### config.mk
export PLATFORM = sky130hd
export DESIGN_NAME = bsg_fifo_rolly_retry_ctrl
export DESIGN_NICKNAME = d
export VERILOG_FILES = /design/src/rtl/bsg_fifo_rolly_retry_ctrl.sv
export SDC_FILE = /design/constraint.sdc
export NUM_CORES = 1
export LEC_CHECK = 0
export CAP_MARGIN = 20
export CORE_ASPECT_RATIO = 0.6
export CORE_UTILIZATION = 52
export DETAILED_ROUTE_END_ITERATION = 16
export PLACE_DENSITY_LB_ADDON = 0.3
export SLEW_MARGIN = 5
export SYNTH_ARGS = -nofsm -noshare
export SYNTH_HDL_FRONTEND = slang
export SYNTH_SLANG_ARGS = --single-unit
export TNS_END_PERCENT = 5
### constraint.sdc
create_clock -name clk_i -period 2.6 [get_ports clk_i]
set_input_delay 0.39 -clock clk_i [delete_from_list [all_inputs] [get_ports clk_i]]
set_output_delay 0.39 -clock clk_i [all_outputs]
set_load 0.02 [all_outputs]
### src/rtl/bsg_fifo_rolly_retry_ctrl.sv
// Retry controller for a rolly FIFO: commits or drops written packets, and on the
// read side replays packets until they are acked, retries run out, or abort_i flushes.
module bsg_fifo_rolly_retry_ctrl
  #(parameter int pkt_beats_width_p = 8
   ,parameter int max_retry_p       = 3
   ,parameter int timeout_p         = 64
   )
  (input  logic clk_i
  ,input  logic reset_i

  ,input  logic enq_v_i
  ,input  logic enq_last_i
  ,input  logic enq_err_i
  ,output logic commit_not_drop_v_o
  ,output logic commit_not_drop_o

  ,input  logic rd_v_i
  ,input  logic rd_last_i
  ,output logic out_v_o
  ,input  logic out_yumi_i
  ,output logic fifo_yumi_o

  ,output logic deq_v_o
  ,output logic rollback_v_o
  ,output logic clr_v_o

  ,input  logic resp_v_i
  ,input  logic resp_ack_i
  ,input  logic abort_i

  ,output logic pkt_done_o
  ,output logic give_up_o
  ,output logic [$clog2(max_retry_p+1)-1:0] retry_cnt_o
  );

  localparam int retry_width_lp = $clog2(max_retry_p+1);
  localparam int timer_width_lp = $clog2(timeout_p);

  localparam logic [pkt_beats_width_p-1:0] one_beat_lp     = pkt_beats_width_p'(1);
  localparam logic [retry_width_lp-1:0]    one_retry_lp    = retry_width_lp'(1);
  localparam logic [retry_width_lp-1:0]    max_retry_lp    = retry_width_lp'(max_retry_p);
  localparam logic [timer_width_lp-1:0]    one_tick_lp     = timer_width_lp'(1);
  localparam logic [timer_width_lp-1:0]    timer_last_lp   = timer_width_lp'(timeout_p-1);

  typedef enum logic [1:0] {SEND, WAIT_RESP, REWIND, RELEASE} state_e;

  state_e                        state_r;
  logic [pkt_beats_width_p-1:0]  beat_cnt_r;
  logic [retry_width_lp-1:0]     retry_cnt_r;
  logic [timer_width_lp-1:0]     timer_r;
  logic                          err_seen_r;

  logic live, run;
  logic resp_ok, resp_fail, retries_left;

  assign live = ~reset_i;
  assign run  = live & ~abort_i;

  assign commit_not_drop_v_o = run & enq_v_i & enq_last_i;
  assign commit_not_drop_o   = live & ~(err_seen_r | enq_err_i);

  assign out_v_o      = run & (state_r == SEND) & rd_v_i;
  assign fifo_yumi_o  = out_v_o & out_yumi_i;
  assign deq_v_o      = run & (state_r == RELEASE);
  assign rollback_v_o = run & (state_r == REWIND);
  assign clr_v_o      = live & abort_i;

  assign resp_ok      = (state_r == WAIT_RESP) & resp_v_i & resp_ack_i;
  assign resp_fail    = (state_r == WAIT_RESP)
                        & (resp_v_i ? ~resp_ack_i : (timer_r == timer_last_lp));
  assign retries_left = (retry_cnt_r < max_retry_lp);

  assign give_up_o   = run & resp_fail & ~retries_left;
  assign pkt_done_o  = deq_v_o & (beat_cnt_r <= one_beat_lp);
  assign retry_cnt_o = live ? retry_cnt_r : '0;

  always_ff @(posedge clk_i) begin
    if (reset_i | abort_i) begin
      state_r     <= SEND;
      beat_cnt_r  <= '0;
      retry_cnt_r <= '0;
      timer_r     <= '0;
      err_seen_r  <= '0;
    end else begin
      if (enq_v_i & enq_last_i)
        err_seen_r <= 1'b0;
      else if (enq_v_i & enq_err_i)
        err_seen_r <= 1'b1;

      unique case (state_r)
        SEND: begin
          // Replayed beats after a rewind are already counted; only the first pass counts.
          if (fifo_yumi_o && (retry_cnt_r == '0)) begin
            assert (beat_cnt_r != '1);
            beat_cnt_r <= beat_cnt_r + one_beat_lp;
          end
          if (fifo_yumi_o && rd_last_i) begin
            state_r <= WAIT_RESP;
            timer_r <= '0;
          end
        end
        WAIT_RESP: begin
          timer_r <= timer_r + one_tick_lp;
          if (resp_ok)
            state_r <= RELEASE;
          else if (resp_fail) begin
            if (retries_left) begin
              retry_cnt_r <= retry_cnt_r + one_retry_lp;
              state_r     <= REWIND;
            end else
              state_r <= RELEASE;
          end
        end
        REWIND: state_r <= SEND;
        RELEASE: begin
          beat_cnt_r <= beat_cnt_r - one_beat_lp;
          if (beat_cnt_r <= one_beat_lp) begin
            beat_cnt_r  <= '0;
            retry_cnt_r <= '0;
            state_r     <= SEND;
          end
        end
        default: state_r <= SEND;
      endcase
    end
  end

endmodule

==> impl_metrics.json, run 1 <==
{
  "syn_avg_cell_area_um2": 7.790,
  "synth.distinct_cells": 47,
  "timing.final.crit_share_pct": 98.82,
  "final_common_cell": "clkdlybuf4s50_1",
  "slew_violations": 0,
  "synth_area_um2": 1239,
  "numClockSinks": 19,
  "yosysSeqAreaShare_pct": 30.71,
  "rsz0062_at_grt": "no",
  "syn_nets": 176,
  "crit_arrival_ps": 2180,
  "cts_buffer_depth": 2,
  "setup.worst_path.class": "in2out",
  "cp_slowest_cell": "clkdlybuf4s50_1",
  "hold_class": "reg2reg",
  "route.detailed.drc": 0,
  "antenna_found_initial": 0,
  "relSlewSlack_pct": 53.96,
  "reg2reg_from": "beat_cnt_r[2]",
  "grt_use_met1_pct": 40.44,
  "grt_max_degree": 13,
  "clkTransAtPathRegs_ps": 70,
  "skew_ps": 2.062,
  "yosys-top-cells-area": "dfxtp_1 31%, ha_1 6.1%, nor2_1 4.2%",
  "dp_hpwl_um": 2727,
  "r2r-end": "beat_cnt_r[2]",
  "boundaryPins": 22,
  "ys_ff_latch": 19,
  "startpoint": "reset_i",
  "max_stage_delay_ps": 630,
  "synth_top_flop_cell": "dfxtp_1",
  "hold_viol": 0,
  "routed_wl_um": 3419,
  "cp-start-kind": "primary input",
  "hold_depth": 1,
  "die_h_um": 39.81,
  "portBuffers": 21,
  "grt_pass1_vias": 1083,
  "crit_required_ps": 2210,
  "whs_endpoint": "timer_r[5]",
  "detail_route.iter0.violations": 130,
  "async_reset_ff_share_pct": 0,
  "max-vdd-ir-drop_mv": 0.2506,
  "core-area_um2": 2212,
  "cts_root_buf": "clkbuf_8",
  "fp-row-count": 13,
  "start_util_pct": 56.00,
  "die_x_um": 65.01,
  "post-route-min-period_ps": 2569,
  "drive_above_1_share_pct": 16.93,
  "die_area_um2": 2588,
  "dr.pass1.iters": 4,
  "rrSetupSlack_ps": 540,
  "synth_edf_count": 0,
  "crit_chain": "clkdlybuf4s50_1 > or2_2 > nor3b_1 > clkdlybuf4s50_1",
  "wl_per_cell_um": 15.61,
  "cap_violations": 0,
  "worstMarginPinSlew_ps": 684.8,
  "tritoncts": "built",
  "cts_max_level": 1,
  "path_common_cell": "clkdlybuf4s50_1",
  "clock.fmax_mhz": 389.2,
  "use_met2_pct": 42.45,
  "hold_start": "timer_r[5]",
  "grt_usage_pct": 28.09,
  "vias": 1346,
  "yosysTopAreaCell": "dfxtp_1",
  "ys_warn_count": 0,
  "areaGrowthSynthToFinish_pct": 29.90,
  "synthCells": 159,
  "worstSkewPairLatency_ps": 260,
  "place.gp.congestion": 0.8727,
  "met3_usage_pct": 6.686,
  "postRouteAntennaNets": 0,
  "crit_fanout": 7,
  "grt-busiest-layer": "met2",
  "viasPerCell": 6.146,
  "grt_first_pass_wirelength_um": 5133,
  "numCtsBuffers": 3,
  "placedCellCount": 215,
  "cts_setup_buffers": 0,
  "r2r_cells": 5,
  "p_per_area_nw_per_um2": 356.9,
  "yosys.area.top_type_share_pct": 30.71,
  "setup_tns_ps": 0,
  "endpoint_kind": "output pin",
  "stdcell_count": 219,
  "setup_viol": 0,
  "mostFrequentLayoutCells": "20 x clkdlybuf4s50_1, 19 x dfxtp_1, 15 x buf_4",
  "grt.overflow.total": 0,
  "status": "finished clean",
  "nets": 207,
  "diodes": 0,
  "leakagePower_nw": 0.5886
}
==> state kept, by name, summed over array words and instances (netlist names) <==
name,cells
timer_r,6
retry_cnt_r,2
state_r,2
beat_cnt_r,8
err_seen_r,1
==> worst max-delay path, delay by kind of cell <==
| family | cells | cell delay [ps] |
|---|---|---|
| buffers and inverters | 2 | 1170 |
| and+or+nand+nor | 2 | 610 |
==> where the power goes <==
group | switching (W) | internal, W | total, W
clock network | 0.000102 | 0.000109 | 0.000211
logic | 0.0000347 | 0.0000350 | 0.0000697
registers | 0.00000171 | 0.000292 | 0.000294
==> cell usage after synthesis, drive strengths merged, types with 5 or more instances <==
cell	instances
nand3	9
nand4	6
o21ai	8
nand2	12
nor4	5
inv	5
nor3	7
nor2	14
a21oi	9
ha	6
a211oi	5
dfxtp	19
clkbuf	9
==> repair_timing <==
item                                    4_1_cts  5_1_grt
endpoints found under the hold margin         0        0
endpoints found under the setup margin        1        4
gates resized for setup                       1        3
pin swaps                                     0        0
hold buffers                                  0        0
==> how the worst max path moves through the flow <==
stage	depth (start not counted)	end
floorplan	5	pkt_done_o
global placement	4	pkt_done_o
detailed placement	4	fifo_yumi_o
CTS	4	fifo_yumi_o
global route	4	rollback_v_o
finish	4	rollback_v_o
==> logic make-up after synthesis <==
logic type / Yosys count / share of synthesized area (%)
fa+ha+maj: 6 / 6.060
xor+xnor: 3 / 2.122
simple gates: 76 / 33.43
buf+inv: 15 / 5.252
flops: 19 / 30.71
mux: 1 / 0.8081
compound gates: 39 / 21.62
==> cell type report <==
cell class	instances	area (um^2)
tap	30	37.54
multi-input combinational	125	805.8
timing repair buffer	36	321.6
inverter	5	18.77
clock buffer	4	45.04
fill	172	603.1
sequential	19	380.4
==> metal layers <==
metal | part of all wire, % | wire, um
met5 | 0 | 0
met4 | 0.38 | 13
met3 | 9.7 | 331
met2 | 41 | 1387
met1 | 49 | 1686
==> stage by stage <==
stage / util (%) / area, um^2 / total power [W] / hold WS [ps] / setup WS, ps
6_report: 72.74 / 1609 / 0.0005743 / 474.6 / 30.71
5_1_grt: 72.74 / 1609 / 0.0005946 / 481.4 / 10.17
3_5_place_dp: 70.19 / 1553 / 0.0003675 / 465.0 / 57.93
2_1_floorplan: - / 1239 / 0.0003267 / 432.5 / 327.9
4_1_cts: 72.17 / 1597 / 0.0005749 / 475.2 / 54.43
3_3_place_gp: 70.19 / 1553 / 0.0003662 / 447.4 / 85.92
Power figures use the tool's default switching activity.
==> run 2: changes to the inputs <==
--- a/config.mk
+++ b/config.mk
@@ -10,7 +10,6 @@
 export CORE_UTILIZATION = 52
 export DETAILED_ROUTE_END_ITERATION = 16
 export PLACE_DENSITY_LB_ADDON = 0.3
-export SLEW_MARGIN = 5
 export SYNTH_ARGS = -nofsm -noshare
 export SYNTH_HDL_FRONTEND = slang
 export SYNTH_SLANG_ARGS = --single-unit
==> results of run 2 <==
No change in the layout: final DEF, timing and power equal those of run 1.
